`src/rtl/inst_fetcher.sv`:
```
// Instruction fetch stage: reads a 32-bit instruction as four little-endian byte reads
// and presents it with its PC to IF/ID, holding the PC through the staller meanwhile.
module inst_fetcher #(
    parameter int unsigned addrWidth = 32,
    parameter int unsigned instWidth = 32
) (
    input  logic                 clk,
    input  logic                 rst,
    input  logic [addrWidth-1:0] PC,
    input  logic                 fetch_stall,
    input  logic                 flush,
    output logic                 mem_req,
    output logic [addrWidth-1:0] mem_addr,
    input  logic [7:0]           mem_rdata,
    input  logic                 mem_ack,
    output logic [instWidth-1:0] inst,
    output logic [addrWidth-1:0] inst_pc,
    output logic                 inst_valid,
    output logic                 if_busy
);

    typedef enum logic [1:0] {StIdle, StFetch, StValid} state_e;

    state_e                 state_q, state_d;
    logic [addrWidth-1:0]   addr_q, addr_d;
    logic [1:0]             cnt_q, cnt_d;
    logic [23:0]            byte_buf_q, byte_buf_d;
    logic [instWidth-1:0]   inst_q, inst_d;
    logic [addrWidth-1:0]   inst_pc_q, inst_pc_d;

    always_ff @(posedge clk or posedge rst) begin
        if (rst) begin
            state_q    <= StIdle;
            addr_q     <= '0;
            cnt_q      <= 2'd0;
            byte_buf_q <= 24'd0;
            inst_q     <= '0;
            inst_pc_q  <= '0;
        end else begin
            state_q    <= state_d;
            addr_q     <= addr_d;
            cnt_q      <= cnt_d;
            byte_buf_q <= byte_buf_d;
            inst_q     <= inst_d;
            inst_pc_q  <= inst_pc_d;
        end
    end

    // Next-state logic; flush overrides every transition.
    always_comb begin
        state_d = state_q;
        case (state_q)
            StIdle:  state_d = StFetch;
            StFetch: if (mem_ack && (cnt_q == 2'd3)) state_d = StValid;
            StValid: if (!fetch_stall) state_d = StFetch;
            default: state_d = StIdle;
        endcase
        if (flush) state_d = StIdle;
    end

    always_comb begin
        addr_d     = addr_q;
        cnt_d      = cnt_q;
        byte_buf_d = byte_buf_q;
        inst_d     = inst_q;
        inst_pc_d  = inst_pc_q;
        if (flush) begin
            cnt_d = 2'd0;
        end else begin
            case (state_q)
                StIdle: begin
                    addr_d = PC;
                    cnt_d  = 2'd0;
                end
                StFetch: begin
                    if (mem_ack) begin
                        cnt_d = cnt_q + 2'd1;
                        case (cnt_q)
                            2'd0: byte_buf_d[7:0]   = mem_rdata;
                            2'd1: byte_buf_d[15:8]  = mem_rdata;
                            2'd2: byte_buf_d[23:16] = mem_rdata;
                            default: begin
                                inst_d    = {mem_rdata, byte_buf_q};
                                inst_pc_d = addr_q;
                            end
                        endcase
                    end
                end
                StValid: begin
                    if (!fetch_stall) begin
                        addr_d = PC;
                        cnt_d  = 2'd0;
                    end
                end
                default: ;
            endcase
        end
    end

    always_comb begin
        mem_req  = 1'b0;
        mem_addr = '0;
        if_busy  = 1'b1;
        case (state_q)
            StFetch: begin
                mem_req  = 1'b1;
                mem_addr = addr_q + addrWidth'(cnt_q);
            end
            StValid: if_busy = fetch_stall;
            default: ;
        endcase
    end

    assign inst_valid = (state_q == StValid);
    assign inst       = inst_q;
    assign inst_pc    = inst_pc_q;

endmodule

```
`config.mk`:
```
export PLATFORM = sky130hd
export DESIGN_NAME = inst_fetcher
export DESIGN_NICKNAME = d
export VERILOG_FILES = /design/src/rtl/inst_fetcher.sv
export SDC_FILE = /design/constraint.sdc
export NUM_CORES = 1
export LEC_CHECK = 0
export ABC_AREA = 0
export CORE_MARGIN = 4
export CORE_UTILIZATION = 35
export CTS_CLUSTER_DIAMETER = 80
export CTS_CLUSTER_SIZE = 40
export DETAILED_ROUTE_END_ITERATION = 12
export GPL_ROUTABILITY_DRIVEN = 0
export PLACE_DENSITY = 0.63
export SYNTH_ARGS = -nofsm -noshare
export SYNTH_HDL_FRONTEND = slang
export SYNTH_SLANG_ARGS = --single-unit
export TNS_END_PERCENT = 10
```
`constraint.sdc`:
```
create_clock -name clk -period 4.6 [get_ports clk]
set_clock_uncertainty 0.1 [all_clocks]
set_input_delay 0.92 -clock clk [delete_from_list [all_inputs] [get_ports clk]]
set_output_delay 0.92 -clock clk [all_outputs]
set_load 0.01 [all_outputs]
```
After elaboration in Yosys (flattened, before gate mapping)
Cells that the tools add are included.
{ "totals": {"ff_bits": 124, "latch_bits": 0, "mem_bits_rw": 0, "romBits": 0, "output_inout_bits": 99, "elab_cells": 47, "n_memories": 0} }
{ "op_classes": {"add_sub_neg": 2, "mul": 0, "div": 0, "order_cmp": 0, "n_eq_ne": 9, "shifts": 0, "muxes": 13, "bitwise_logic": 2, "reduce_logical": 13} }
{ "ops": {"columns": ["operator", "count"], "rows": [
  ["32-bit 2-to-1 mux", 2],
  ["32-bit one-hot mux with 2 select lines", 1],
  ["32-bit by 2-bit adder with 32-bit output", 1],
  ["4-bit AND reduction", 4],
  ["2-bit 2-to-1 mux", 6],
  ["2-bit one-hot mux with 3 select lines", 2],
  ["3-bit != test, second input constant", 3],
  ["2-bit equality test, second input constant", 3],
  ["3-bit AND reduction", 2],
  ["2-bit by 1-bit equality test with 1-bit output, second input constant", 2],
  ["2-bit logical NOT", 2],
  ["4-bit nonzero test", 1],
  ["3-bit OR reduction", 1],
  ["2-bit by 1-bit adder with 2-bit output, second input constant", 1],
  ["1-bit 2-to-1 mux", 2],
  ["2-bit != test, second input constant", 1],
  ["1-bit inverter", 2],
  ["2-bit AND reduction", 1],
  ["2-bit nonzero test", 1],
  ["1-bit logical AND", 1]
]} }

Depth between registers and ports, before layout
{ "depth": {"word_depth": 5, "ltp_mapped": 7} }

Least setup slack after synthesis
OpenSTA, ideal clock, no wires.
{ "synth_timing": {"path_kind": "register to output", "from": "reg cnt_q[1]", "to": "out mem_addr[27]", "arrival_time_ps": 2055, "t_required_ps": 3580, "slack_ps": 1525, "stages_incl_launch_ff": 7, "path_buffers": 1, "cell_sequence": "dfrtp_1 -> ha_1 -> a21oi_1 -> or3b_1 -> buf_1 -> or4_1 -> a21oi_1"} }
{ "synth_via": {"elab_chain_len": 2} }
{ "synth_lines": {"columns": ["element", "line_no", "source"], "rows": [
  ["from (decl)", "26", "logic [1:0] cnt_q, cnt_d;"],
  ["from (signal assigned)", "42", "cnt_q <= cnt_d;"],
  ["32-bit by 2-bit adder with 32-bit output", "107", "mem_addr = addr_q + addrWidth'(cnt_q);"],
  ["32-bit 2-to-1 mux", "104", "case (state_q)"],
  ["to (decl)", "13", "output logic [addrWidth-1:0] mem_addr,"]
]} }
No other way between the ends.

Final worst setup path
{ "layout_timing": {"from": "reg cnt_q[0]", "to": "out mem_addr[28]"} }
Same word-level chain as after synthesis.

==> metrics.txt <==
die area=18,000 um^2; GRT Total Usage=16.6%; Slew Limit Fails=0; top-level port count=144; antenna cells=0; first-pass GRT wire length=23,200 um; final hold vios=0; std cell rows=45; DP HPWL=10,100 um; Crit. End Element=primary output; Syn Inst Count=433; routing usage on met2=24.9%; FF+latch count, synth=124; vias per inst=5.09; port bufs=143; vias in the first global route=4,362; Fillers=1,332; total routed wirelength=14,500 um; Worst-Skew Late Latency=0.41 ns; setup_tns=0 ns; Top delay family on crit path=simple AND/OR/NAND/NOR gates; DR DRC count=0; run status=finished, final reports clean; Worst Path Max Fanout=10; Buffers & Inverters on Critical Path=1; worst slew pin tran=0.984 ns; die width=134 um; Seq/Total Area, Yosys=55.7%; max incr delay on CP=0.56 ns; cts bufs inserted=17; grt total ovfl=0; CTS sink count=124; Slowest cell on crit path=clkdlybuf4s50_1; hold_buf cts=0; count of cell types in the netlist=40; setup ws final=0.390 ns; # Max-Cap Violations=0; largest net degree at the start of global routing=66; drt first pass iters=4; Net Count, Synth=485; clock root cell=clkbuf_16; 1st-iter DRT viols=190; vias=4,080; global-route met3 utilization=6.56%; CTS resizes=0; Nets=629; Clock Path Buffers=2; initial antenna violation count=0; Final Cycle Share=91.5%; WP data arrival=3.19 ns; die height=134 um; GR peak layer=met2; CP startpoint kind=flop; Avg Cell Area, Syn=12.9 um^2; share of cells above drive strength 1=26.6%; Mapped Area=5570 um^2; Initial Util=36.2%; total chip power=2.88 mW; Critical Path RT=3.58 ns; Worst slew margin=34.2%; Setup WS pre-CTS=0.848 ns; P_leak=3.40 nW; endpoints failing setup=0; Peak Freq=238 MHz; worst-path cell chain=ha_1 > fa_1 > and4_1 > nand2_1 > or4_1 > a21oi_1 > clkdlybuf4s50_1; post-layout minimum cycle time=4.21 ns; PwrDens=368 nW/um^2; routing usage on met1=21.4%; CTS tree=built; critical path class=reg2out; clock slew at reported path FFs=0.05 ns; Synth warnings=0; H-tree depth=4; DRT antenna net count=0; DR WL/cell=18.1 um; Core Region=15,400 um^2; post-CTS setup buffers=0; RSZ-0062 raised after global routing=no; peak supply drop=0.268 mV; Syn-to-layout area delta=40.4%; class of the worst hold path=reg2reg
==> per-layer routing <==
| layer | part of all wire [%] | vias to the layer above |
|---|---|---|
| li1 | - | 1861 |
| met1 | 44 | 2044 |
| met2 | 45 | 149 |
| met3 | 8.9 | 26 |
| met4 | 2.0 | 0 |
| met5 | 0 | - |
==> synthesized netlist by cell type, drive strengths merged <==
cell type / instances / share of area, %
xor2: 5 / 0.79
nor3b: 1 / 0.13
mux2: 117 / 24
clkbuf: 17 / 1.1
xnor2: 6 / 0.94
ha: 6 / 1.3
nor2: 16 / 1.1
nand2b: 5 / 0.56
or3: 2 / 0.22
nand2: 23 / 1.6
nor4: 5 / 0.56
and4: 3 / 0.47
nand3b: 1 / 0.13
a32oi: 1 / 0.16
nand4: 6 / 0.79
or3b: 1 / 0.16
fa: 1 / 0.36
nand3: 10 / 0.90
or4: 16 / 2.2
a21o: 1 / 0.13
and3: 2 / 0.22
a211oi: 1 / 0.13
mux2i: 2 / 0.36
and2: 2 / 0.22
o21ai: 7 / 0.63
nor2b: 1 / 0.11
nor3: 2 / 0.18
or2: 1 / 0.11
inv: 8 / 0.54
a31oi: 1 / 0.11
o31ai: 15 / 2.0
a21oi: 19 / 1.7
dfrtp: 124 / 56
buf: 5 / 0.56
==> final timing paths <==
kind / slack, ns / depth (start not counted) / endpoint / from
max in group asynchronous: 2.64 / 3 / inst[16] / rst
setup / recovery: 0.39 / 7 / mem_addr[28] / cnt_q[0]
hold reg to reg: 0.40 / 1 / inst[8] / byte_buf_q[8]
setup reg to reg: 2.14 / 5 / inst_pc[30] / state_q[1]
hold / removal: 0.40 / 1 / inst[8] / byte_buf_q[8]
min in group asynchronous: 0.91 / 2 / inst[0] / rst
==> power by group <==
part	internal [mW]	switching, mW	total (mW)	leakage, nW
Combinational	0.190	0.140	0.329	1.48
Sequential	1.17	0.0916	1.26	1.63
Clock	0.825	0.458	1.28	0.286
Total	2.19	0.690	2.88	3.40
==> stage by stage <==
stage	util (%)	std cells	instance area (um^2)	hold WS [ns]
3_5_place_dp	47.1	769	7240	0.390
6_report	50.9	801	7820	0.399
4_1_cts	50.9	801	7820	0.404
3_3_place_gp	47.1	769	7240	0.384
5_1_grt	50.9	801	7820	0.423
2_1_floorplan	-	433	5570	0.375
==> area by class of cell <==
class	count	area [um^2]	area share [%]
clock inverters	6	57.6	0.736
well taps	211	264	3.38
inverters	8	32.5	0.416
repair buffers	147	1490	19.0
flip-flops and latches	124	3100	39.7
multi-input cells	279	2350	30.1
clock buffers	26	519	6.64
==> cells in the final DEF (no fill, tap or decap), types with 2 or more instances in the layout <==
| master | n |
|---|---|
| clkdlybuf4s50_1 | 143 |
| dfrtp_1 | 124 |
| mux2_2 | 117 |
| nand2_1 | 22 |
| a21oi_1 | 19 |
| clkbuf_16 | 17 |
| nor2_1 | 16 |
| o31ai_1 | 15 |
| or4_1 | 15 |
| nand3_1 | 10 |
| o21ai_0 | 7 |
| inv_1 | 6 |
| xnor2_1 | 6 |
| ha_1 | 6 |
| clkbuf_8 | 6 |
| nand2b_1 | 5 |
| nand4_1 | 5 |
| nor4_1 | 5 |
| xor2_1 | 5 |
| clkinv_2 | 4 |
| and4_1 | 3 |
| clkbuf_1 | 3 |
| and3_1 | 2 |
| or3_1 | 2 |
| mux2i_1 | 2 |
| nor3_1 | 2 |
| and2_1 | 2 |
| buf_4 | 2 |
| buf_12 | 2 |
==> registers in the layout (all words and copies together) (netlist names) <==
name        count
inst           32
byte_buf_q     24
inst_pc        32
addr_q         32
cnt_q           2
state_q         2
==> worst reg2reg max path, cell delays in order, from the launching register on <==
cell and delay, ns:
dfrtp_1 0.43, nand2b_1 0.18, nor3b_1 0.43, nand2_2 0.34
buf_4 0.46, mux2_2 0.41
==> logic make-up (layout without fill, tap and decap cells) <==
logic type	Yosys count	count (layout)	synth area share, %
buffers and inverters	30	187	2.25
and+or+nand+nor	97	97	9.64
muxes	119	119	24.0
xor gates and xnor gates	11	11	1.73
adders and majority gates	7	7	1.71
AOI/OAI and AO/OA	45	45	4.90
DFF	124	124	55.7
(Power assumes the default switching activity.)
